## config.mk

```make
export PLATFORM = sky130hd
export DESIGN_NAME = mapu_n_flat
export DESIGN_NICKNAME = d
export VERILOG_FILES = /design/src/rtl/mapu_n_pkg.sv /design/src/rtl/mapu_n_if.sv /design/src/rtl/mapu_n_row_alu.sv /design/src/rtl/mapu_n.sv /design/src/flat_wrapper.sv
export SDC_FILE = /design/constraint.sdc
export NUM_CORES = 2
export LEC_CHECK = 0
export CORE_MARGIN = 4
export CORE_UTILIZATION = 60
export CTS_CLUSTER_DIAMETER = 30
export DETAILED_ROUTE_END_ITERATION = 7
export PLACE_DENSITY = 0.82
export SLEW_MARGIN = 20
export SYNTH_ARGS = -nofsm -noshare
export SYNTH_HDL_FRONTEND = slang
export SYNTH_HIERARCHICAL = 1
export SYNTH_SLANG_ARGS = --single-unit
```

## constraint.sdc

```tcl
create_clock -name clk -period 9.3 [get_ports clk]
set_input_delay 1.86 -clock clk [delete_from_list [all_inputs] [get_ports clk]]
set_output_delay 1.86 -clock clk [all_outputs]
set_load 0.02 [all_outputs]
```

## src/rtl/mapu_n_pkg.sv

```systemverilog
// Shared types and element-range helpers for the N x N matrix APU.
package mapu_n_pkg;

  typedef enum logic [1:0] {
    MAPU_OP_ADD  = 2'd0,
    MAPU_OP_SUB  = 2'd1,
    MAPU_OP_EMUL = 2'd2,
    MAPU_OP_MMUL = 2'd3
  } mapu_op_e;

  typedef enum logic [1:0] {
    LOAD_A = 2'd0,
    LOAD_B = 2'd1,
    DRAIN  = 2'd2
  } mapu_state_e;

  // Wide enough for any accumulator width the block can be configured with.
  localparam int MAPU_WIDE = 128;

  function automatic logic signed [MAPU_WIDE-1:0] elemMax(input int dw);
    logic signed [MAPU_WIDE-1:0] one;
    one    = '0;
    one[0] = 1'b1;
    return (one <<< (dw - 1)) - one;
  endfunction

  function automatic logic signed [MAPU_WIDE-1:0] elemMin(input int dw);
    logic signed [MAPU_WIDE-1:0] one;
    one    = '0;
    one[0] = 1'b1;
    return -(one <<< (dw - 1));
  endfunction

endpackage

```

## src/rtl/mapu_n_if.sv

```systemverilog
// Row-streaming bundle for the matrix APU: operand rows in, result rows out,
// each direction with its own valid/ready pair.
interface mapu_n_if #(
  parameter int DATA_WIDTH = 8,
  parameter int N          = 3
);
  import mapu_n_pkg::*;

  logic                    i_en;
  mapu_op_e                i_op;
  logic                    i_vld;
  logic                    o_rdy;
  logic [N*DATA_WIDTH-1:0] i_row;
  logic                    o_vld;
  logic                    i_rdy;
  logic [N*DATA_WIDTH-1:0] o_row;
  logic                    o_of;

  modport master (
    output i_en, i_op, i_vld, i_row, i_rdy,
    input  o_rdy, o_vld, o_row, o_of
  );

  modport slave (
    input  i_en, i_op, i_vld, i_row, i_rdy,
    output o_rdy, o_vld, o_row, o_of
  );

endinterface

```

## src/rtl/mapu_n_row_alu.sv

```systemverilog
// Combinational result generator for one output row: element-wise ops use
// B row rowIdx_i, matrix multiply walks the full B matrix.
module mapu_n_row_alu
  import mapu_n_pkg::*;
#(
  parameter int DATA_WIDTH = 8,
  parameter int N          = 3,
  parameter int SATURATE   = 0
) (
  input  logic [N-1:0][DATA_WIDTH-1:0]        aRow_i,
  input  logic [N-1:0][N-1:0][DATA_WIDTH-1:0] bMat_i,
  input  logic [$clog2(N)-1:0]                rowIdx_i,
  input  mapu_op_e                            op_i,
  output logic [N-1:0][DATA_WIDTH-1:0]        res_o,
  output logic                                rowOf_o
);

  localparam int ACC_W = 2*DATA_WIDTH + $clog2(N);
  localparam logic signed [ACC_W-1:0] MAX_V = ACC_W'(elemMax(DATA_WIDTH));
  localparam logic signed [ACC_W-1:0] MIN_V = ACC_W'(elemMin(DATA_WIDTH));

  logic signed [ACC_W-1:0] full;

  function automatic logic signed [ACC_W-1:0] sext(input logic [DATA_WIDTH-1:0] v);
    return {{(ACC_W-DATA_WIDTH){v[DATA_WIDTH-1]}}, v};
  endfunction

  // Every op is evaluated at accumulator width so overflow is judged on the
  // exact result before narrowing.
  always_comb begin
    res_o   = '0;
    rowOf_o = 1'b0;
    full    = '0;
    for (int j = 0; j < N; j++) begin
      full = '0;
      case (op_i)
        MAPU_OP_ADD:  full = sext(aRow_i[j]) + sext(bMat_i[rowIdx_i][j]);
        MAPU_OP_SUB:  full = sext(aRow_i[j]) - sext(bMat_i[rowIdx_i][j]);
        MAPU_OP_EMUL: full = sext(aRow_i[j]) * sext(bMat_i[rowIdx_i][j]);
        default: begin
          for (int k = 0; k < N; k++) begin
            full = full + sext(aRow_i[k]) * sext(bMat_i[k][j]);
          end
        end
      endcase
      if (full > MAX_V) begin
        rowOf_o  = 1'b1;
        res_o[j] = (SATURATE != 0) ? MAX_V[DATA_WIDTH-1:0] : full[DATA_WIDTH-1:0];
      end else if (full < MIN_V) begin
        rowOf_o  = 1'b1;
        res_o[j] = (SATURATE != 0) ? MIN_V[DATA_WIDTH-1:0] : full[DATA_WIDTH-1:0];
      end else begin
        res_o[j] = full[DATA_WIDTH-1:0];
      end
    end
  end

endmodule

```

## src/rtl/mapu_n.sv

```systemverilog
// Matrix APU top: loads A then B row by row, then drains result rows through
// a single row ALU indexed by the drain counter.
module mapu_n
  import mapu_n_pkg::*;
#(
  parameter int DATA_WIDTH = 8,
  parameter int N          = 3,
  parameter int SATURATE   = 0
) (
  input logic     clk,
  input logic     reset_n,
  mapu_n_if.slave bus
);

  localparam int              CNT_W = $clog2(N);
  localparam logic [CNT_W-1:0] LAST = CNT_W'(N - 1);

  typedef logic [N-1:0][DATA_WIDTH-1:0]        row_t;
  typedef logic [N-1:0][N-1:0][DATA_WIDTH-1:0] mat_t;

  mapu_state_e      state_q;
  logic [CNT_W-1:0] cnt_q;
  mapu_op_e         op_q;
  mat_t             aMat_q, aMat_d;
  mat_t             bMat_q, bMat_d;
  logic             oVld_q;
  logic             oOf_q;
  row_t             oRow_q;

  logic             rdy;
  logic             accept;
  logic [CNT_W-1:0] aluIdx;
  row_t             aluRes;
  logic             aluOf;

  assign rdy       = reset_n & bus.i_en & (state_q != DRAIN);
  assign accept    = bus.i_vld & rdy;
  assign bus.o_rdy = rdy;
  assign bus.o_vld = oVld_q;
  assign bus.o_row = oRow_q;
  assign bus.o_of  = oOf_q;

  // The ALU sees B including the beat being accepted, so row 0 can be
  // registered on the same edge as the final B row.
  always_comb begin
    aMat_d = aMat_q;
    bMat_d = bMat_q;
    if (accept && state_q == LOAD_A) aMat_d[cnt_q] = bus.i_row;
    if (accept && state_q == LOAD_B) bMat_d[cnt_q] = bus.i_row;
  end

  assign aluIdx = (state_q == DRAIN && cnt_q != LAST) ? cnt_q + CNT_W'(1) : '0;

  mapu_n_row_alu #(
    .DATA_WIDTH (DATA_WIDTH),
    .N          (N),
    .SATURATE   (SATURATE)
  ) u_alu (
    .aRow_i   (aMat_q[aluIdx]),
    .bMat_i   (bMat_d),
    .rowIdx_i (aluIdx),
    .op_i     (op_q),
    .res_o    (aluRes),
    .rowOf_o  (aluOf)
  );

  always_ff @(posedge clk or negedge reset_n) begin
    if (!reset_n) begin
      state_q <= LOAD_A;
      cnt_q   <= '0;
      op_q    <= MAPU_OP_ADD;
      aMat_q  <= '0;
      bMat_q  <= '0;
      oVld_q  <= 1'b0;
      oOf_q   <= 1'b0;
      oRow_q  <= '0;
    end else begin
      aMat_q <= aMat_d;
      bMat_q <= bMat_d;
      case (state_q)
        LOAD_A: begin
          if (accept) begin
            if (cnt_q == '0) op_q <= bus.i_op;
            if (cnt_q == LAST) begin
              cnt_q   <= '0;
              state_q <= LOAD_B;
            end else begin
              cnt_q <= cnt_q + CNT_W'(1);
            end
          end
        end
        LOAD_B: begin
          if (accept) begin
            if (cnt_q == LAST) begin
              cnt_q   <= '0;
              state_q <= DRAIN;
              oVld_q  <= 1'b1;
              oRow_q  <= aluRes;
              oOf_q   <= aluOf;
            end else begin
              cnt_q <= cnt_q + CNT_W'(1);
            end
          end
        end
        DRAIN: begin
          // Output holds while the consumer stalls; each accepted row loads the next.
          if (oVld_q && bus.i_rdy) begin
            if (cnt_q == LAST) begin
              cnt_q   <= '0;
              state_q <= LOAD_A;
              oVld_q  <= 1'b0;
            end else begin
              cnt_q  <= cnt_q + CNT_W'(1);
              oRow_q <= aluRes;
              oOf_q  <= aluOf;
            end
          end
        end
        default: state_q <= LOAD_A;
      endcase
    end
  end

endmodule
```

## src/flat_wrapper.sv

```systemverilog
// flat-port wrapper written by rule: the top's interface ports become plain ports
module mapu_n_flat import mapu_n_pkg::*;
#(
  parameter int DATA_WIDTH = 8,
  parameter int N          = 3,
  parameter int SATURATE   = 0
)
  (clk, reset_n, bus_i_en, bus_i_op, bus_i_vld, bus_i_row, bus_i_rdy, bus_o_rdy, bus_o_vld, bus_o_row, bus_o_of);
  mapu_n_if #(.DATA_WIDTH(DATA_WIDTH), .N(N)) bus_i ();
  input logic clk;
  input logic reset_n;
  input wire logic [$bits(bus_i.i_en)-1:0] bus_i_en;
  input wire logic [$bits(bus_i.i_op)-1:0] bus_i_op;
  input wire logic [$bits(bus_i.i_vld)-1:0] bus_i_vld;
  input wire logic [$bits(bus_i.i_row)-1:0] bus_i_row;
  input wire logic [$bits(bus_i.i_rdy)-1:0] bus_i_rdy;
  output wire logic [$bits(bus_i.o_rdy)-1:0] bus_o_rdy;
  output wire logic [$bits(bus_i.o_vld)-1:0] bus_o_vld;
  output wire logic [$bits(bus_i.o_row)-1:0] bus_o_row;
  output wire logic [$bits(bus_i.o_of)-1:0] bus_o_of;
  assign bus_i.i_en = bus_i_en;
  assign bus_i.i_op = bus_i_op;
  assign bus_i.i_vld = bus_i_vld;
  assign bus_i.i_row = bus_i_row;
  assign bus_i.i_rdy = bus_i_rdy;
  assign bus_o_rdy = bus_i.o_rdy;
  assign bus_o_vld = bus_i.o_vld;
  assign bus_o_row = bus_i.o_row;
  assign bus_o_of = bus_i.o_of;
  mapu_n #(.DATA_WIDTH(DATA_WIDTH), .N(N), .SATURATE(SATURATE)) u_core (.clk(clk), .reset_n(reset_n), .bus(bus_i));
endmodule
```

---- Word level (Yosys, flattened, before mapping) ----
Index checks and enable logic that the tools add are counted.
storage, ports and cells
  register bits ........................... 176
  latch bits .............................. 0
  bits in writable memories ............... 0
  memory bits (read-only) ................. 0
  bits of input ports ..................... 31
  output and inout bits ................... 27
  logic and storage cells ................. 139
  memories ................................ 0
operators by class
  $add $sub $neg .......................... 13
  multiply operators ...................... 12
  div/mod/pow operators ................... 0
  $lt $le $gt $ge ......................... 9
  equal/unequal tests ..................... 15
  shift operators ......................... 0
  muxes and demuxes ....................... 45
  bitwise operators ....................... 3
  reduce and logical (&&, ||, !) cells .... 16
operators with widths
  cell                 number
  $mul 8x8->16         12
  $mux 24              7
  $pmux 18 s3          3
  $bwmux 72            2
  $bmux 24 s2          2
  $mux 72              1
  $add 17x16->18       3
  $gt 18x8->1 const B  3
  $lt 18x8->1 const B  3
  $add 16x16->17       3
  $demux 24 s2         1
  $pmux 24 s2          1
  $add 8x8->9          3
  $sub 8x8->9          3
  $mux 2               10
  $mux 1               14
  $ne 2x2->1 const B   7
  $reduce_and 5->1     2
  $eq 2x2->1 const B   3
  $logic_not 2->1      3
  $lt 2x3->1 const B   2
  $ne 2x1->1 const B   3
  $pmux 2 s3           1
  $reduce_and 3->1     2
  other kinds (10)     19

---- Logic depth before layout (Yosys ltp) ----
  depth after elaboration ................. 20
  gate-level depth with buffers ........... 39
  gate-level depth less buffers ........... 32

---- Cells and area by module ----
The synthesis kept the hierarchy.
by module, submodules not included
  module          instances  cells an instance  area each (sq um)  seq. area each (sq um)
  mapu_n_row_alu  1          4022               35914.4            0.0
  mapu_n          1          481                7460.9             4404.2

---- Worst setup path after synthesis ----
No wires, ideal clock.
  path kind ............................... input -> register
  start ................................... input reset_n
  end ..................................... register u_core.oOf_q, in the netlist u_core/bus.o_of
  library setup time ...................... 0.125 ns
  arrival time ............................ 9.366 ns
  data required time ...................... 9.175 ns
  setup slack ............................. -0.191 ns
  cell stages on the path ................. 29
  path buffers ............................ 2
  cells stage by stage .................... nand3_1 -> nor2_2 -> buf_6 -> mux2_2 -> clkbuf_1 -> and2_1 -> fa_1 -> inv_1 -> fa_1 -> fa_1 -> inv_1 -> fa_1 -> fa_1 -> fa_1 -> inv_1 -> fa_1 -> inv_1 -> ha_1 -> o21ai_1 -> o21bai_2 -> a2111o_1 -> o21ai_2 -> xor2_1 -> a31oi_1 -> nor4b_2 -> or4b_1 -> o41ai_2 -> nand4_1 -> mux2_2
RTL lines
  what                  line                RTL
  from (decl)           flat_wrapper.sv:11  input logic reset_n;
  to (signal assigned)  mapu_n.sv:99        oOf_q <= aluOf;
  to (signal assigned)  mapu_n.sv:115       oOf_q <= aluOf;
  to (decl)             mapu_n.sv:27        logic oOf_q;

---- Final worst setup path ----
  start ................................... register u_core.cnt_q[0]
  end ..................................... register u_core.oOf_q, in the netlist u_core/bus.o_of
on the way
  word-level cells in the longest chain between the ends .. 20
  elaborated cells on any way between the ends .. 63
  classes of those cells .................. add/sub (13); mul (12); order compare (8); eq/ne (4); mux (23); reduce/logical (3)
RTL lines
  what                                                                   line                         RTL
  from (decl)                                                            mapu_n.sv:22                 logic [CNT_W-1:0] cnt_q;
  from (signal assigned)                                                 mapu_n.sv:88                 cnt_q <= cnt_q + CNT_W'(1);
  from (signal assigned)                                                 mapu_n.sv:101                cnt_q <= cnt_q + CNT_W'(1);
  from (signal assigned)                                                 mapu_n.sv:113                cnt_q <= cnt_q + CNT_W'(1);
  $lt 2x3->1 (implied by the code) / $ge 2x1->1 (equally long branches)  mapu_n.sv:49                 if (accept && state_q == LOAD_B) bMat_d[cnt_q] = bus.i_row;
  $logic_and 1x1->1 (implied by the code)                                mapu_n.sv:49
  $mux 24 (implied by the code)                                          mapu_n.sv:49
  $demux 24 s2                                                           n/a
  $bwmux 72                                                              mapu_n.sv:49
  $mux 72                                                                mapu_n.sv:49
  $mul 8x8->16 / $bmux 24 s2 (equally long branches)                     n/a
  $add 16x16->17 / $mux 24 (equally long branches)                       n/a
  [... 5 more ...]                                                       n/a
  $mux 1                                                                 mapu_n_row_alu.sv:49         end else if (full < MIN_V) begin
  $mux 1                                                                 mapu_n_row_alu.sv:46         if (full > MAX_V) begin
  $mux 1                                                                 mapu_n_row_alu.sv:49
  $mux 1 *                                                               mapu_n_row_alu.sv:46
  named net u_core.aluOf                                                 mapu_n.sv:34                 logic aluOf;
  $mux 1, on equally long branches                                       mapu_n.sv:108, mapu_n.sv:94
  $mux 1, on equally long branches                                       mapu_n.sv:107, mapu_n.sv:93
  $pmux 1 s2 *                                                           mapu_n.sv:80                 case (state_q)
Mark *: on every way through the listed nets, which the timed path passes. The rest lies on a longest branch. The select of a mux whose other input is x is not followed.
A chain may end at the register's enable or synchronous reset.

==> flow_summary.html <==
<table>
<tr><th>Metric</th><th>Value</th></tr>
<tr><th colspan="2">STA</th></tr>
<tr><td>Unrepaired setup endpoints after global routing</td><td>true</td></tr>
<tr><td>Slew at the pin closest to its max-slew limit</td><td>1130 ps</td></tr>
<tr><td>Crit share post-route</td><td>104%</td></tr>
<tr><td>Achievable clock frequency</td><td>0.103 GHz</td></tr>
<tr><td>Worst slew slack as a fraction of its limit</td><td>24.6%</td></tr>
<tr><td>Crit path time final</td><td>9670 ps</td></tr>
<tr><td>Worst Setup Slack, final</td><td>-369 ps</td></tr>
<tr><td>Hold_ws</td><td>508 ps</td></tr>
<tr><td>Clock Skew</td><td>19.0 ps</td></tr>
<tr><td>Hold Violations, Final</td><td>0</td></tr>
<tr><td>Final slew viol count</td><td>0</td></tr>
<tr><td>Number of setup violations in the final report</td><td>1</td></tr>
<tr><th colspan="2">Floorplan</th></tr>
<tr><td>Initial Utilization</td><td>60.6%</td></tr>
<tr><td>Number of rows in the core area</td><td>98</td></tr>
<tr><td>Height of the die</td><td>277 um</td></tr>
<tr><td>Total Die Area</td><td>0.0767 mm2</td></tr>
<tr><td>Standard cell core area</td><td>0.0716 mm2</td></tr>
<tr><td>Width of the die</td><td>277 um</td></tr>
<tr><td>Boundary Pins</td><td>58</td></tr>
<tr><th colspan="2">Drt</th></tr>
<tr><td>Sum of routed wire length over all layers</td><td>126 mm</td></tr>
<tr><td>Post-route DRC</td><td>0</td></tr>
<tr><td>Number of detailed-route iterations in the first pass</td><td>6</td></tr>
<tr><td>DR vias</td><td>34,169</td></tr>
<tr><td>Vias/cell</td><td>5.74</td></tr>
<tr><td>Drt first-iter violations</td><td>2,876</td></tr>
<tr><td>Antenna violation net count after detailed routing</td><td>0</td></tr>
<tr><td>Routed WL per cell</td><td>21.2 um</td></tr>
<tr><th colspan="2">Yosys</th></tr>
<tr><td>Flop and latch count out of synthesis</td><td>176</td></tr>
<tr><td>Post-synthesis async set-or-reset flop share</td><td>100%</td></tr>
<tr><td>Number of enable flip-flop cells after synthesis</td><td>0</td></tr>
<tr><td>Main synth FF type</td><td>sky130_fd_sc_hd__dfrtp_1</td></tr>
<tr><td>Synthesis Warnings</td><td>6</td></tr>
<tr><td>Portion of the post-synthesis area used by sequential elements</td><td>10.2%</td></tr>
<tr><td>Count of mapped cells out of synthesis</td><td>4,503</td></tr>
<tr><td>Post-Syn Nets</td><td>5,768</td></tr>
<tr><td>Per-instance average area after synthesis</td><td>9.63 um2</td></tr>
<tr><td>Post-synthesis instance area</td><td>0.0434 mm2</td></tr>
<tr><td>Netlist cell types</td><td>98</td></tr>
<tr><th colspan="2">Final layout</th></tr>
<tr><td>Top library cells by usage in the layout, fill and taps aside</td><td>1,032 x sky130_fd_sc_hd__inv_1, 866 x sky130_fd_sc_hd__fa_1, 540 x sky130_fd_sc_hd__buf_4</td></tr>
<tr><td>Leading cell type in the layout, fill and taps excluded</td><td>sky130_fd_sc_hd__inv_1</td></tr>
<tr><td>Share of final-layout standard cells stronger than drive strength 1</td><td>18.6%</td></tr>
<tr><td>Fin nets</td><td>6,252</td></tr>
<tr><td>Final core utilization</td><td>70.7%</td></tr>
<tr><td>P&amp;R area growth vs syn</td><td>16.7%</td></tr>
<tr><td>Filler cell count in the final layout</td><td>4,837</td></tr>
<tr><th colspan="2">Clock network</th></tr>
<tr><td>Number of H-tree levels</td><td>4</td></tr>
<tr><td>CTS root buffer</td><td>sky130_fd_sc_hd__clkbuf_16</td></tr>
<tr><td>Reg clk slew, reported paths</td><td>90 ps</td></tr>
<tr><td>CTS tree</td><td>built</td></tr>
<tr><td>CTS Buffer Depth</td><td>2</td></tr>
<tr><td>Hold_buf cts</td><td>0</td></tr>
<tr><td>Clock sink count</td><td>176</td></tr>
<tr><td>Later-pin clock latency in the skew report</td><td>500 ps</td></tr>
<tr><td>Clock buffers created by TritonCTS</td><td>17</td></tr>
<tr><th colspan="2">Setup path</th></tr>
<tr><td>Slowest Stage Delay on Critical Path</td><td>610 ps</td></tr>
<tr><td>Maximum net fanout on the critical path</td><td>32</td></tr>
<tr><td>Minimum setup slack among reg-to-reg paths</td><td>-370 ps</td></tr>
<tr><td>Worst reg2reg endpoint</td><td>u_core/bus.o_of$_DFFE_PN0P_</td></tr>
<tr><td>Type of the setup path with the least slack</td><td>flip-flop to flip-flop</td></tr>
<tr><td>CP max stage cell</td><td>sky130_fd_sc_hd__mux2i_4</td></tr>
<tr><td>Most Frequent Cell on Critical Path</td><td>sky130_fd_sc_hd__fa_1</td></tr>
<tr><td>R2R Path Start</td><td>u_core/cnt_q[0]$_DFFE_PN0P_</td></tr>
<tr><td>Worst setup SP type</td><td>flip-flop</td></tr>
<tr><td>R2R cell count</td><td>32</td></tr>
<tr><td>Required @ worst endpoint</td><td>9700 ps</td></tr>
<tr><td>Category of the worst setup path capture point</td><td>flip-flop</td></tr>
<tr><td>Arr. time, crit path</td><td>10,060 ps</td></tr>
<tr><th colspan="2">Hold path</th></tr>
<tr><td>Number of cells on the worst hold path</td><td>1</td></tr>
<tr><td>Critical hold path startpoint</td><td>u_core/bus.o_row[10]$_DFFE_PN0P_</td></tr>
<tr><td>Hold worst-path end</td><td>u_core/bus.o_row[10]$_DFFE_PN0P_</td></tr>
<tr><td>Min-Delay Path Class</td><td>flip-flop to flip-flop</td></tr>
<tr><th colspan="2">Pwr</th></tr>
<tr><td>Total power per unit cell area</td><td>132 mW/mm2</td></tr>
<tr><td>Max IR drop VDD</td><td>0.000392 V</td></tr>
<tr><td>Reported leakage power</td><td>25.5 nW</td></tr>
<tr><th colspan="2">Global routing</th></tr>
<tr><td>Global-route congestion overflow total</td><td>0</td></tr>
<tr><td>Via count of the first global-routing pass</td><td>38,037</td></tr>
<tr><td>Combined global-route utilization of all metal layers</td><td>33.5%</td></tr>
<tr><td>Number of antenna violations at the first check in global routing</td><td>3</td></tr>
<tr><td>Largest net degree at the start of global routing</td><td>64</td></tr>
<tr><td>First-pass GRT wire length</td><td>202 mm</td></tr>
<tr><th colspan="2">Place</th></tr>
<tr><td>Total of buffers placed on input and output ports</td><td>57</td></tr>
<tr><td>Half-perimeter wire length after placement</td><td>100 mm</td></tr>
<tr><td>Gpl congestion</td><td>1.01</td></tr>
<tr><th colspan="2">Status</th></tr>
<tr><td>Run status</td><td>finished with violations</td></tr>
<tr><td>Failing checks</td><td>negative setup slack</td></tr>
<tr><th colspan="2">Run</th></tr>
<tr><td>Max Cap Violations</td><td>0</td></tr>
</table>
-- per-stage QoR --
step           TNS, ps  instance area [um2]  power, mW  std cells  setup WS (ps)
4_1_cts          -56.0                50500       6.47       5947          -56.0
5_1_grt           -632                50600       6.96       5950           -632
3_3_place_gp      -905                49200       5.45       5887           -905
6_report          -369                50600       6.66       5952           -369
2_1_floorplan        0                43500       3.62       4503           3.35
3_5_place_dp     -1130                49200       5.56       5887          -1100
-- worst max-delay path, delay by kind of cell, from the launching register on --
family / cells / cell delay, ps
muxes: 3 / 1080
buffers and inverters: 8 / 900
xor gates and xnor gates: 1 / 160
adders and majority gates: 9 / 4110
AOI/OAI and AO/OA: 6 / 1490
and+or+nand+nor: 5 / 1280
DFF: 1 / 500
-- layer usage --
metal | GRT usage [%] | share of wire (%) | up-vias
met5 | 0 | 0.010 | -
met4 | 18.5 | 6.6 | 2
met3 | 7.33 | 9.6 | 517
met2 | 54.7 | 48 | 1793
met1 | 41.8 | 36 | 17141
li1 | - | - | 14716
-- registers in the layout, indices dropped and copies added, names as in the netlist --
signal	count
u_core/cnt_q	2
u_core/bus.o_row	24
u_core/state_q	2
u_core/op_q	2
u_core/bus.o_of	1
u_core/bMat_q	72
u_core/bus.o_vld	1
u_core/aMat_q	72
-- area by class of cell --
| class | count | area, um2 | area share [%] |
|---|---|---|---|
| inverters | 1040 | 3910 | 7.71 |
| multi-input cells | 3108 | 35000 | 69.1 |
| diodes | 2 | 5.00 | 0.00988 |
| clock buffers | 17 | 425 | 0.840 |
| clock inverters | 15 | 220 | 0.435 |
| flip-flops and latches | 176 | 4410 | 8.71 |
| well taps | 950 | 1190 | 2.35 |
| repair buffers | 644 | 5490 | 10.8 |
-- worst max path at each step --
stage	endpoint	start	cells past startpoint
6_report	u_core/bus.o_of$_DFFE_PN0P_	u_core/cnt_q[0]$_DFFE_PN0P_	32
5_1_grt	u_core/bus.o_of$_DFFE_PN0P_	u_core/cnt_q[0]$_DFFE_PN0P_	32
4_1_cts	u_core/bus.o_of$_DFFE_PN0P_	reset_n	31
3_5_place_dp	u_core/bus.o_of$_DFFE_PN0P_	bus_i_en	31
3_3_place_gp	u_core/bus.o_of$_DFFE_PN0P_	bus_i_en	31
2_1_floorplan	u_core/bus.o_of$_DFFE_PN0P_	bus_i_vld	28
-- cells in the mapped netlist (15+ instances only) --
library cell               instances  area share [%]
sky130_fd_sc_hd__a211oi_1         31            0.54
sky130_fd_sc_hd__a31oi_1          16            0.23
sky130_fd_sc_hd__nor2b_1          15            0.22
sky130_fd_sc_hd__inv_1          1036             9.0
sky130_fd_sc_hd__mux2_2          172             4.5
sky130_fd_sc_hd__nand3_1          28            0.32
sky130_fd_sc_hd__a21o_1           33            0.57
sky130_fd_sc_hd__o21ai_1          21            0.24
sky130_fd_sc_hd__xnor2_1          82             1.7
sky130_fd_sc_hd__clkbuf_1        129             1.1
sky130_fd_sc_hd__o21ai_0          65            0.75
sky130_fd_sc_hd__ha_1            361              10
sky130_fd_sc_hd__dfrtp_1         176              10
sky130_fd_sc_hd__xor2_1           39            0.79
sky130_fd_sc_hd__a21oi_1          81            0.93
sky130_fd_sc_hd__and2_1          373             5.4
sky130_fd_sc_hd__nand2_1         368             3.2
sky130_fd_sc_hd__mux2i_1          89             2.1
sky130_fd_sc_hd__fa_1            873              40
sky130_fd_sc_hd__nand2b_1         48            0.69
sky130_fd_sc_hd__nor2_1          152             1.3
sky130_fd_sc_hd__nor3_1           42            0.48
-- kinds of logic after synthesis --
family                     share of synthesized area, %
adders and majority gates                          50.7
xor gates and xnor gates                           2.44
and+or+nand+nor                                    13.2
buffers and inverters                              11.0
muxes                                              6.75
DFF                                                10.2
AOI/OAI and AO/OA                                  5.73
-- power by group --
part / switching [mW] / internal (mW) / total, mW
Sequential: 0.122 / 0.920 / 1.04
Combinational: 2.93 / 1.87 / 4.81
Clock: 0.403 / 0.415 / 0.818
Total: 3.46 / 3.21 / 6.66
-- what timing repair did --
| action | 4_1_cts | 5_1_grt |
|---|---|---|
| gates resized for setup | 94 | 21 |
| buffers inserted | 27 | 3 |
| setup endpoints to repair | 1 | 1 |
| pin swaps | 61 | 27 |
| gates cloned | 1 | 0 |
| endpoints found under the hold margin | 0 | 0 |
Power figures use the tool's default switching activity.
